===== config.mk =====
export PLATFORM = sky130hd
export DESIGN_NAME = arbiter_req_bank
export DESIGN_NICKNAME = d
export VERILOG_FILES = /design/src/rtl/arbiter_req_bank.sv
export SDC_FILE = /design/constraint.sdc
export NUM_CORES = 1
export LEC_CHECK = 0
export ABC_AREA = 1
export ABC_CLOCK_PERIOD_IN_PS = 5800
export BUFFER_PORTS_ARGS = -buffer_cell sky130_fd_sc_hd__buf_2
export CAP_MARGIN = 20
export CORE_MARGIN = 10
export CORE_UTILIZATION = 35
export DETAILED_ROUTE_END_ITERATION = 8
export GPL_TIMING_DRIVEN = 0
export REMOVE_ABC_BUFFERS = 1
export SYNTH_ARGS = -nofsm -noshare
export SYNTH_HDL_FRONTEND = slang
export SYNTH_SLANG_ARGS = --single-unit

===== constraint.sdc =====
create_clock -name clk -period 5.8 [get_ports clk]
set_input_delay 1.74 -clock clk [delete_from_list [all_inputs] [get_ports clk]]
set_output_delay 1.74 -clock clk [all_outputs]
set_load 0.05 [all_outputs]

===== src/rtl/arbiter_req_bank.sv =====
// arbiter_req_bank: per-channel burst requesters feeding a priority arbiter, with grant-protocol checking
module arbiter_req_bank #(
  parameter int N = 8,
  parameter int LENW = 4
) (
  input  logic              clk,
  input  logic              rst_n,
  input  logic [0:N-1]      start,
  input  logic [N*LENW-1:0] len,
  output logic [0:N-1]      r,
  input  logic [0:N-1]      g,
  output logic [0:N-1]      busy,
  output logic [0:N-1]      done,
  output logic [7:0]        preempt_cnt,
  output logic              proto_err
);
  typedef enum logic [1:0] {IDLE, REQ, OWN} state_t;
  logic [0:N-1] lost;
  logic [7:0]   lost_n;
  logic [8:0]   pc_sum;
  logic         multi, stray, starve;
  for (genvar c = 0; c < N; c++) begin : ch
    state_t         st;
    logic [LENW-1:0] rem, l;
    logic           done_q;
    assign l = len[c*LENW +: LENW];
    // OWN means the previous edge was granted, so OWN with no grant is a grant-loss event
    assign lost[c] = st == OWN && !g[c];
    assign r[c]    = st != IDLE;
    assign busy[c] = st != IDLE;
    assign done[c] = done_q;
    // job acceptance, grant-driven countdown and fall-back to REQ when preempted
    always_ff @(posedge clk or negedge rst_n)
      if (!rst_n) begin
        st     <= IDLE;
        rem    <= '0;
        done_q <= 1'b0;
      end else if (st == IDLE) begin
        if (start[c]) rem <= l;
        st     <= start[c] && l != '0 ? REQ : IDLE;
        done_q <= start[c] && l == '0;
      end else if (g[c]) begin
        rem    <= rem - 1'b1;
        st     <= rem == LENW'(1) ? IDLE : OWN;
        done_q <= rem == LENW'(1);
      end else begin
        st     <= REQ;
        done_q <= 1'b0;
      end
  end
  // number of channels losing grant on this edge
  always_comb begin
    lost_n = '0;
    for (int k = 0; k < N; k++) lost_n = lost_n + 8'(lost[k]);
  end
  assign pc_sum = {1'b0, preempt_cnt} + {1'b0, lost_n};
  assign multi  = (g & (g - N'(1))) != '0;
  assign stray  = (g & ~r) != '0;
  assign starve = r != '0 && g == '0;
  // saturating preemption counter
  always_ff @(posedge clk or negedge rst_n)
    if (!rst_n) preempt_cnt <= '0;
    else preempt_cnt <= pc_sum[8] ? 8'hFF : pc_sum[7:0];
  // sticky flag for any arbiter grant-protocol violation
  always_ff @(posedge clk or negedge rst_n)
    if (!rst_n) proto_err <= 1'b0;
    else proto_err <= proto_err | multi | stray | starve;
endmodule


==> metrics.txt, run 1 <==
outcome finished clean; worst min-delay path startpoint ch[1].rem[2]; sw frac between 40 and 50%; CTS resizes 0; RR Startpoint ch[5].st[1]; Internal ~1.4 mW; CP arrival 5.13 ns; largest net degree at the start of global routing 66; power after layout around 2.5 mW; hold endpoint ch[1].st[1]; P&R area growth vs syn 18.7%; Core Footprint 11300 um^2; DRC violations left 0; chip height 127 um; postcts setup bufs 0; H-tree levels 3; top-area cell type share of the netlist area 40.6%; HPWL after detailed placement approximately 7400 um; Syn. warnings 0; number of global-route vias before repair about 3500; final WL ~9400 um; sequential power share roughly 30%; setup_tns 0 ns; Routed Antenna Nets 0; mapped cell area roughly 4000 um^2; # hold bufs at CTS 0; clock share of power 19.8%; final hold vios 0; Global Route Usage Sum a little under an eighth; Psw 1.20 mW; critical path type in -> reg; Max Slew Vio Count 0; Required @ worst endpoint approximately 6.0 ns; clk root buf clkbuf_16; Worst-Margin Slew between 0.8 and 0.9 ns; ranking of synthesized cells by area dfrtp_1 (41%), nand2_1 (8.8%), ha_1 (6.9%); #FFs+latches synth 65; first-pass iteration count of the detailed router 4; PortBufs 82; Layout Nets 650; initial antenna violation count 1; Max Clock Skew roughly 0.0052 ns; largest area contributor in the synthesized netlist dfrtp_1; Hold Crit Depth 2; via/cell ratio about 4.7; combinational share of power approximately half; internal reg-to-reg setup slack 2.01 ns; GRT Residual Overflow 0; share of post-route cells with drive strength above 1 a little under a quarter; Rows 39; Hold Path Class reg -> reg; Clk pin slew, worst setup/hold paths 0.05 ns; Final Non-Filler Cells 722; fmax between 0.2 and 0.25 GHz; Fin Hold WS 0.551 ns; post-route minimum period about 5 ns; Setup crit end kind flip-flop; crit start category primary input; FF-to-FF End preempt_cnt[2]; placed cell count about 710; I/O pin count 83; Die W 127 um; Avg Cell Area, Syn 8.08 um^2; final setup fails 0; max-cap viol count 0; total die area 16100 um^2; wire per inst about 13 um; Leakage roughly 2.4 nW; peak supply drop between 0.0002 and 0.0003 V; total CTS buffers 9; Final Util between 40 and 50%; power density over the cells 535 nW/um^2; Slew headroom 44.1%; first-pass GRT wire length 16000 um; final estimated routing congestion in global placement between 0.8 and 0.9; Mapped Cells just under 500; register area share after synthesis 40.6%; Initial DRC Count 113; worst skew pair latency between 0.3 and 0.4 ns; CTS tree yes; Yosys cell types 27; Initial Utilization a little over a third; Max FO, Critical Path 5; Final period util ~85%; clk buf depth 2; Num Clock Sinks 65; Reg2Reg Depth 13; DR vias 3425; RSZ-0062 raised after global routing no
## how the worst max path moves through the flow
| stage | from | to | slack [ns] | cells past startpoint |
|---|---|---|---|---|
| CTS | g[7] | preempt_cnt[2] | 0.84 | 15 |
| floorplan | g[7] | preempt_cnt[2] | 0.90 | 14 |
| global route | g[7] | preempt_cnt[2] | 0.66 | 15 |
| finish | g[7] | preempt_cnt[2] | 0.87 | 15 |
| global placement | g[7] | preempt_cnt[2] | 0.50 | 15 |
| detailed placement | g[7] | preempt_cnt[2] | 0.50 | 15 |
## state kept, by name, indices dropped and copies added, names as in the netlist
name / cells
preempt_cnt: 8
ch.done_q: 8
ch.st: 16
ch.rem: 32
proto_err: 1
## kinds of logic (layout without fill, tap and decap cells)
kind of cell               count (synthesis)  after routing  share of synthesized area (%)
and+or+nand+nor                          199            199                           23.4
AOI/OAI and AO/OA                        113            113                           15.7
buffers and inverters                     85            167                           9.45
DFF                                       65             65                           40.6
adders and majority gates                 27             27                           9.36
xor gates and xnor gates                   7              7                           1.53
other                                      0              1                              0
## routing by layer
| layer | vias to the layer above | track usage, % | part of all wire [%] |
|---|---|---|---|
| li1 | 1782 | - | - |
| met1 | 1564 | 13.9 | 45 |
| met2 | 67 | 19.7 | 48 |
| met3 | 12 | 3.31 | 4.8 |
| met4 | 0 | 6.03 | 1.9 |
| met5 | - | 0 | 0 |
## layout by cell type, fill, tap and decap left out, types with 4 or more instances in the layout
cell,instances
nand2_1,94
buf_2,81
dfrtp_1,65
inv_1,58
nor2_1,44
o21ai_0,40
nand3_1,26
ha_1,22
a21oi_1,19
o21ai_1,18
o22ai_1,14
o211ai_1,14
inv_2,11
clkbuf_16,9
nor2_4,8
a31oi_1,7
nand2_2,7
nor2_2,6
xor2_1,6
fa_1,5
nand2_4,4
nor3_1,4
## Yosys cell counts
cell	n
nor2_4	8
nor2_8	1
nor2_1	44
nor2_2	6
nand4_1	3
o21ai_1	18
ha_1	22
buf_4	16
dfrtp_1	65
xnor2_1	1
nand2_1	94
o21ai_0	40
o22ai_1	14
nand3_1	26
a31oi_1	7
nand2_4	4
nor3_1	4
xor2_1	6
nor3b_1	1
inv_2	11
o31ai_1	1
a21oi_1	19
nand3b_1	1
nand2_2	7
o211ai_1	14
inv_1	58
fa_1	5
## metrics by stage
step | setup WS, ns | instance area (um^2)
2_1_floorplan | 0.895 | 3890
3_3_place_gp | 0.502 | 4480
3_5_place_dp | 0.500 | 4480
4_1_cts | 0.836 | 4760
5_1_grt | 0.659 | 4760
6_report | 0.867 | 4760
## cell type report
type                       count  area (um^2)
timing repair buffer          82          413
tap                          143          179
inverter                      69          259
multi-input combinational    346         2000
clock buffer                  13          260
fill                        1159         6560
sequential                    65         1630
clock inverter                 3         15.0
antenna                        1         2.50
## critical path, cell delays in order
cell	delay, ns
buf_2	0.12
inv_1	0.07
nand2_1	0.05
nor2_1	0.06
fa_1	0.51
inv_1	0.06
fa_1	0.53
inv_1	0.05
fa_1	0.50
fa_1	0.47
fa_1	0.41
nand3_1	0.12
nand2_1	0.11
nand3_1	0.20
o21ai_0	0.13
## power groups by stage
| stage | registers [mW] | logic, mW | clock network [mW] |
|---|---|---|---|
| finish | 0.757 | 1.29 | 0.504 |
| global route | 0.781 | 1.46 | 0.541 |
| CTS | 0.759 | 1.30 | 0.523 |
| detailed placement | 0.765 | 1.30 | 0 |
| global placement | 0.760 | 1.26 | 0 |
| floorplan | 0.857 | 0.902 | 0 |
No activity file was read; power rests on OpenSTA's default activity.
==> run 2, diff against run 1 <==
- HOLD_SLACK_MARGIN: unset -> 0.08
- PLACE_DENSITY: unset -> 0.54
- SETUP_SLACK_MARGIN: unset -> 0.4
==> run 2 against run 1 <==
Core utilization down 0.21 points. Register-to-register slack worse by 0.03 ns. Die area stayed put. Via count is 0.18% lower. Count of clock-buffer cells in the layout down 1. Largest power group unchanged. Sequential power increased by 0.5%. Design area shrank 0.50%.
==> metrics.txt, run 2 (same netlist as run 1, synthesis figures left out) <==
Initial DRC Count 165 (+46%); Routed Antenna Nets 0 (unchanged); area of the multi-input gates 2000 um^2 (unchanged); first-pass GRT wire length 16200 um (+1.5%); Final Util 41.8% (-0.21 points); crit start category primary input; max-cap viol count 0 (unchanged); Cell Area, Placed 4480 um^2 (unchanged); Slew headroom 42.5% (-1.6 points); Rows 39 (unchanged); CTS tree yes; final setup fails 0 (unchanged); wire per inst 13.1 um (+0.36%); initial antenna violation count 2 (+1); peak supply drop 0.000206 V (-28%); RR Startpoint ch[5].st[1]; via/cell ratio 4.76 (+0.24%); Largest regs ch.rem x32, ch.st x16; Final Instance Area 4740 um^2 (-0.50%); combinational share of power 50.9% (+0.4 points); final hold vios 0 (unchanged); I/O pin count 83 (unchanged); most frequent cells in the layout nand2_1 (94), buf_2 (81), dfrtp_1 (65); postcts setup bufs 0 (unchanged); Max Clock Skew 0.00395 ns (-0.00128 ns); Setup crit end kind flip-flop; Hold Path Class reg -> reg; Hold Crit Depth 2 (unchanged); internal reg-to-reg setup slack 1.98 ns (-0.03 ns); total CTS buffers 9 (unchanged); clk buf depth 2 (unchanged); critical path type in -> reg; sequential power share 30.3% (+0.6 points); final estimated routing congestion in global placement 0.822 (+1.2%); largest reg by FF count ch.rem; DR vias 3419 (-0.18%); GRT Residual Overflow 0 (unchanged); clock share of power 18.7% (-1.1 points); clk root buf clkbuf_16; DRC violations left 0 (unchanged); post-route minimum period 4.99 ns (+0.0542 ns); Core Footprint 11300 um^2 (unchanged); HPWL after detailed placement 7370 um (about the same); Num Clock Sinks 65 (unchanged); Worst-Margin Slew 0.863 ns (+0.0243 ns); CTS resizes 0 (unchanged); Max Slew Vio Count 0 (unchanged); FF+latch area 1630 um^2 (unchanged); worst skew pair latency 0.32 ns (about the same); CP arrival 5.18 ns (+0.05 ns); Die W 127 um (unchanged); Layout Nets 650 (unchanged); fmax 0.201 GHz (-1.1%); worst min-delay path startpoint ch[1].rem[2]; number of global-route vias before repair 3580 (+2.9%); chip height 127 um (unchanged); hold endpoint ch[1].st[1]; Global Route Usage Sum 12.1% (+0.12 points); Leakage 2.38 nW (-0.63%); Final Non-Filler Cells 719 (-0.42%); RSZ-0062 raised after global routing no; Largest register FFs 32 (unchanged); final WL 9390 um (about the same); Clk pin slew, worst setup/hold paths 0.05 ns (about the same); Max FO, Critical Path 5 (unchanged); PortBufs 82 (unchanged); Required @ worst endpoint 5.99 ns (about the same); P&R area growth vs syn 18.1%; largest net degree at the start of global routing 66 (unchanged); sw frac 46.8% (-0.17 points); total die area 16100 um^2 (unchanged); Psw 1.17 mW (-2.0%); Internal 1.33 mW (-1.3%); placed cell count 705 (unchanged); first-pass iteration count of the detailed router 4 (unchanged); commonest non-fill, non-tap cell in the layout nand2_1; FF-to-FF End preempt_cnt[2]; setup_tns 0 ns (unchanged); share of post-route cells with drive strength above 1 22.6% (-0.40 points); fill count 1169 (+0.86%); # hold bufs at CTS 0 (unchanged); H-tree levels 3 (unchanged); power density over the cells 529 nW/um^2 (-1.1%); power after layout 2.51 mW (-1.6%); outcome finished clean; Final period util 86.0% (+0.94 points); Reg2Reg Depth 13 (unchanged); Initial Utilization 35.4% (unchanged)
-- run 2: cell types whose count changed in the layout (fill, tap and decap cells not counted), sizes merged --
cell    previous run  this run
clkbuf            13        12
clkinv             3         1
-- run 2: cell type report --
cell class / count / area share (%)
Multi-Input combinational cell: 346 / 42.3
Antenna cell: 1 / 0.0528
Timing Repair Buffer: 82 / 8.72
Sequential cell: 65 / 34.3
Clock buffer: 12 / 5.20
Clock inverter: 1 / 0.106
Inverter: 69 / 5.47
Tap cell: 143 / 3.78
-- run 2: how the worst max path moves through the flow --
stage | startpoint | to | slack, ns | cells past startpoint
after CTS | g[7] | preempt_cnt[2] | 0.75 | 15
after global routing | g[7] | preempt_cnt[2] | 0.55 | 15
after detailed placement | g[7] | preempt_cnt[2] | 0.44 | 15
after global placement | g[7] | preempt_cnt[2] | 0.47 | 15
after floorplan | g[7] | preempt_cnt[2] | 0.90 | 14
final | g[7] | preempt_cnt[2] | 0.81 | 15
-- run 2: through the flow --
step | hold WS [ns] | setup WS [ns]
floorplan | 0.490 | 0.895
finish | 0.528 | 0.813
global placement | 0.521 | 0.474
global route | 0.571 | 0.551
detailed placement | 0.515 | 0.435
CTS | 0.527 | 0.747
-- run 2: critical path, stage by stage --
cell,delay (ns)
buf_2,0.12
inv_1,0.07
nand2_1,0.07
nor2_1,0.06
fa_1,0.52
inv_1,0.06
fa_1,0.53
inv_1,0.05
fa_1,0.50
fa_1,0.47
fa_1,0.43
nand3_1,0.13
nand2_1,0.11
nand3_1,0.19
o21ai_0,0.12
-- run 2: power by group through the flow --
stage | clock (mW) | combinational, mW | sequential (mW)
final | 0.469 | 1.28 | 0.761
after global routing | 0.501 | 1.47 | 0.787
after CTS | 0.489 | 1.30 | 0.762
after detailed placement | 0 | 1.29 | 0.768
after global placement | 0 | 1.27 | 0.761
after floorplan | 0 | 0.902 | 0.857
-- run 2: metal layers --
layer  global-route usage [%]  wire [um]  vias to the layer above
met4                     4.42        138                        2
met3                     4.18        504                       13
met5                        0         13                        -
li1                         -          -                     1774
met2                     20.1       4500                       60
met1                     14.0       4230                     1570
==> run 3, diff against run 2 <==
- CAP_MARGIN: 20 -> 15
- CORE_ASPECT_RATIO: unset -> 1.75
- CTS_CLUSTER_DIAMETER: unset -> 30
==> run 3 against run 2 <==
Setup slack improved by 0.024 ns. Combinational power about the same. Clock skew increased by 0.0012 ns. Sequential power about the same. Count of clock-buffer cells in the layout increased by 2. Hold slack improved by 0.025 ns. Power increased by 4.1%. Critical path type unchanged. Critical endpoint unchanged. Largest power group unchanged. Highest routed layer is now met4.
==> metrics.txt, run 3 (same netlist as run 1, synthesis figures left out) <==
DR vias 3491 (+2.1%); HPWL after detailed placement 7770 um (+5.4%); final hold vios 0 (unchanged); Largest regs ch.rem x32, ch.st x16; Leakage 2.42 nW (+1.7%); GR Util met1 12.3% (-1.7 points); first-pass GRT wire length 16300 um (+0.38%); post-route minimum period 4.96 ns (-0.0243 ns); commonest non-fill, non-tap cell in the layout nand2_1; Ant. Diodes 0 (-1); GRT busiest layer met2; postcts setup bufs 0 (unchanged); Max FO, Critical Path 5 (unchanged); most frequent cells in the layout nand2_1 (94), buf_2 (81), dfrtp_1 (65); outcome finished clean; Setup crit end kind flip-flop; initial antenna violation count 0 (-2); met3 GRT Util 2.95% (-1.2 points); placed cell count 695 (-1.4%); peak supply drop 0.000244 V (+19%); crit-path leading delay family adder cells; Required @ worst endpoint 6.00 ns (about the same); largest reg by FF count ch.rem; final WL 9670 um (+3.0%); Final Non-Filler Cells 711 (-1.1%); number of global-route vias before repair 3651 (+2.0%); via/cell ratio 4.91 (+3.3%); CTS resizes 0 (unchanged); Slew headroom 77.9% (+35 points); final setup fails 0 (unchanged); CP cell instances buf_2 -> inv_1 -> nand2_1 -> nor2_1 -> fa_1 -> inv_1 -> fa_1 -> inv_1 -> fa_1 -> fa_1 -> fa_1 -> nand3_1 -> nand2_1 -> nand3_1 -> o21ai_0; Initial DRC Count 110 (-33%); Routed Antenna Nets 0 (unchanged); Num Clock Sinks 65 (unchanged); max-cap viol count 0 (unchanged); wire per inst 13.6 um (+4.1%); power after layout 2.61 mW (+4.1%); Largest register FFs 32 (unchanged); crit start category primary input; Final period util 85.6% (-0.42 points); power density over the cells 543 nW/um^2 (+2.6%); Worst-Margin Slew 0.331 ns (-0.532 ns); chip height 162 um (+27%); Initial Utilization 35.9% (+0.49 points); CP bufs+invs 4 (unchanged); DRC violations left 0 (unchanged); CP peak stage delay 0.52 ns (about the same); H-tree levels 3 (unchanged); Worst Setup Slack, final 0.837 ns (+0.0243 ns); Clk pin slew, worst setup/hold paths 0.05 ns (about the same); fmax 0.201 GHz (+0.49%); clk root buf clkbuf_16; Fin Hold WS 0.553 ns (+0.0248 ns); I/O pin count 83 (unchanged); Hold Path Class reg -> reg; first-pass iteration count of the detailed router 4 (unchanged); total die area 16300 um^2 (+1.0%); setup_tns 0 ns (unchanged); total CTS buffers 9 (unchanged); final estimated routing congestion in global placement 0.810 (-1.4%); Die W 101 um (-21%); met2 usage in global routing 22.6% (+2.5 points); worst skew pair latency 0.33 ns (about the same); critical path type in -> reg; clk buf depth 2 (unchanged); most frequent cell on the critical path fa_1; CP max-delay cell fa_1; share of post-route cells with drive strength above 1 23.1% (+0.53 points); P&R area growth vs syn 19.8%; RSZ-0062 raised after global routing no; Global Route Usage Sum 12.0% (about the same); # hold bufs at CTS 0 (unchanged); Max Slew Vio Count 0 (unchanged); pre-CTS WS 0.448 ns (+0.0131 ns); largest net degree at the start of global routing 53 (-20%); PortBufs 82 (unchanged); Max Clock Skew 0.00511 ns (+0.00117 ns); Rows 51 (+31%); CP arrival 5.16 ns (-0.02 ns); Core Footprint 11200 um^2 (-1.4%); CTS tree yes; GRT Residual Overflow 0 (unchanged); Layout Nets 651 (+0.15%)
-- run 3: cell count changes in the layout (fill, tap and decap cells not counted), sizes merged --
cell,change
buf,+1
bufinv,+1
clkbuf,+2
diode,-1
-- run 3: area by class of cell --
type | count | area [um^2]
fillers | 1111 | 6360
multi-input cells | 346 | 2000
flip-flops and latches | 65 | 1630
repair buffers | 83 | 440
clock buffers | 14 | 274
inverters | 69 | 259
well taps | 132 | 165
clock inverters | 2 | 35.0
-- run 3: path summary, 6_finish.rpt --
kind	startpoint	endpoint	slack (ns)	cells after the start
max	g[7]	preempt_cnt[2]	0.84	15
min	ch[5].rem[3]	ch[5].rem[3]	0.55	2
max reg2reg	ch[5].st[1]	preempt_cnt[2]	1.98	13
min reg2reg	ch[5].rem[3]	ch[5].rem[3]	0.55	2
max in group asynchronous	rst_n	ch[1].st[1]	4.01	2
min in group asynchronous	rst_n	ch[4].rem[3]	1.27	1
-- run 3: metrics by stage --
stage / util, % / area [um^2]
after detailed placement: 40.3 / 4500
final: 43.0 / 4800
after global placement: 40.0 / 4470
after global routing: 43.0 / 4800
after floorplan: - / 3890
after CTS: 43.0 / 4800
-- run 3: report_power, final --
group          total, mW  switching [mW]  internal [mW]  leakage [nW]
registers          0.761           0.124          0.636         0.792
logic               1.29           0.883          0.406          1.47
clock network      0.559           0.192          0.367         0.153
-- run 3: worst min-delay path, stage by stage (launching register included) --
cell and delay, ns:
dfrtp_1 0.32, inv_1 0.07, o21ai_1 0.13
-- run 3: layer usage --
metal	wire, um	up-vias	share of wire [%]
met3	462	12	4.8
met1	3740	1632	39
li1	-	1782	-
met4	148	0	1.5
met2	5310	65	55
met5	0	-	0
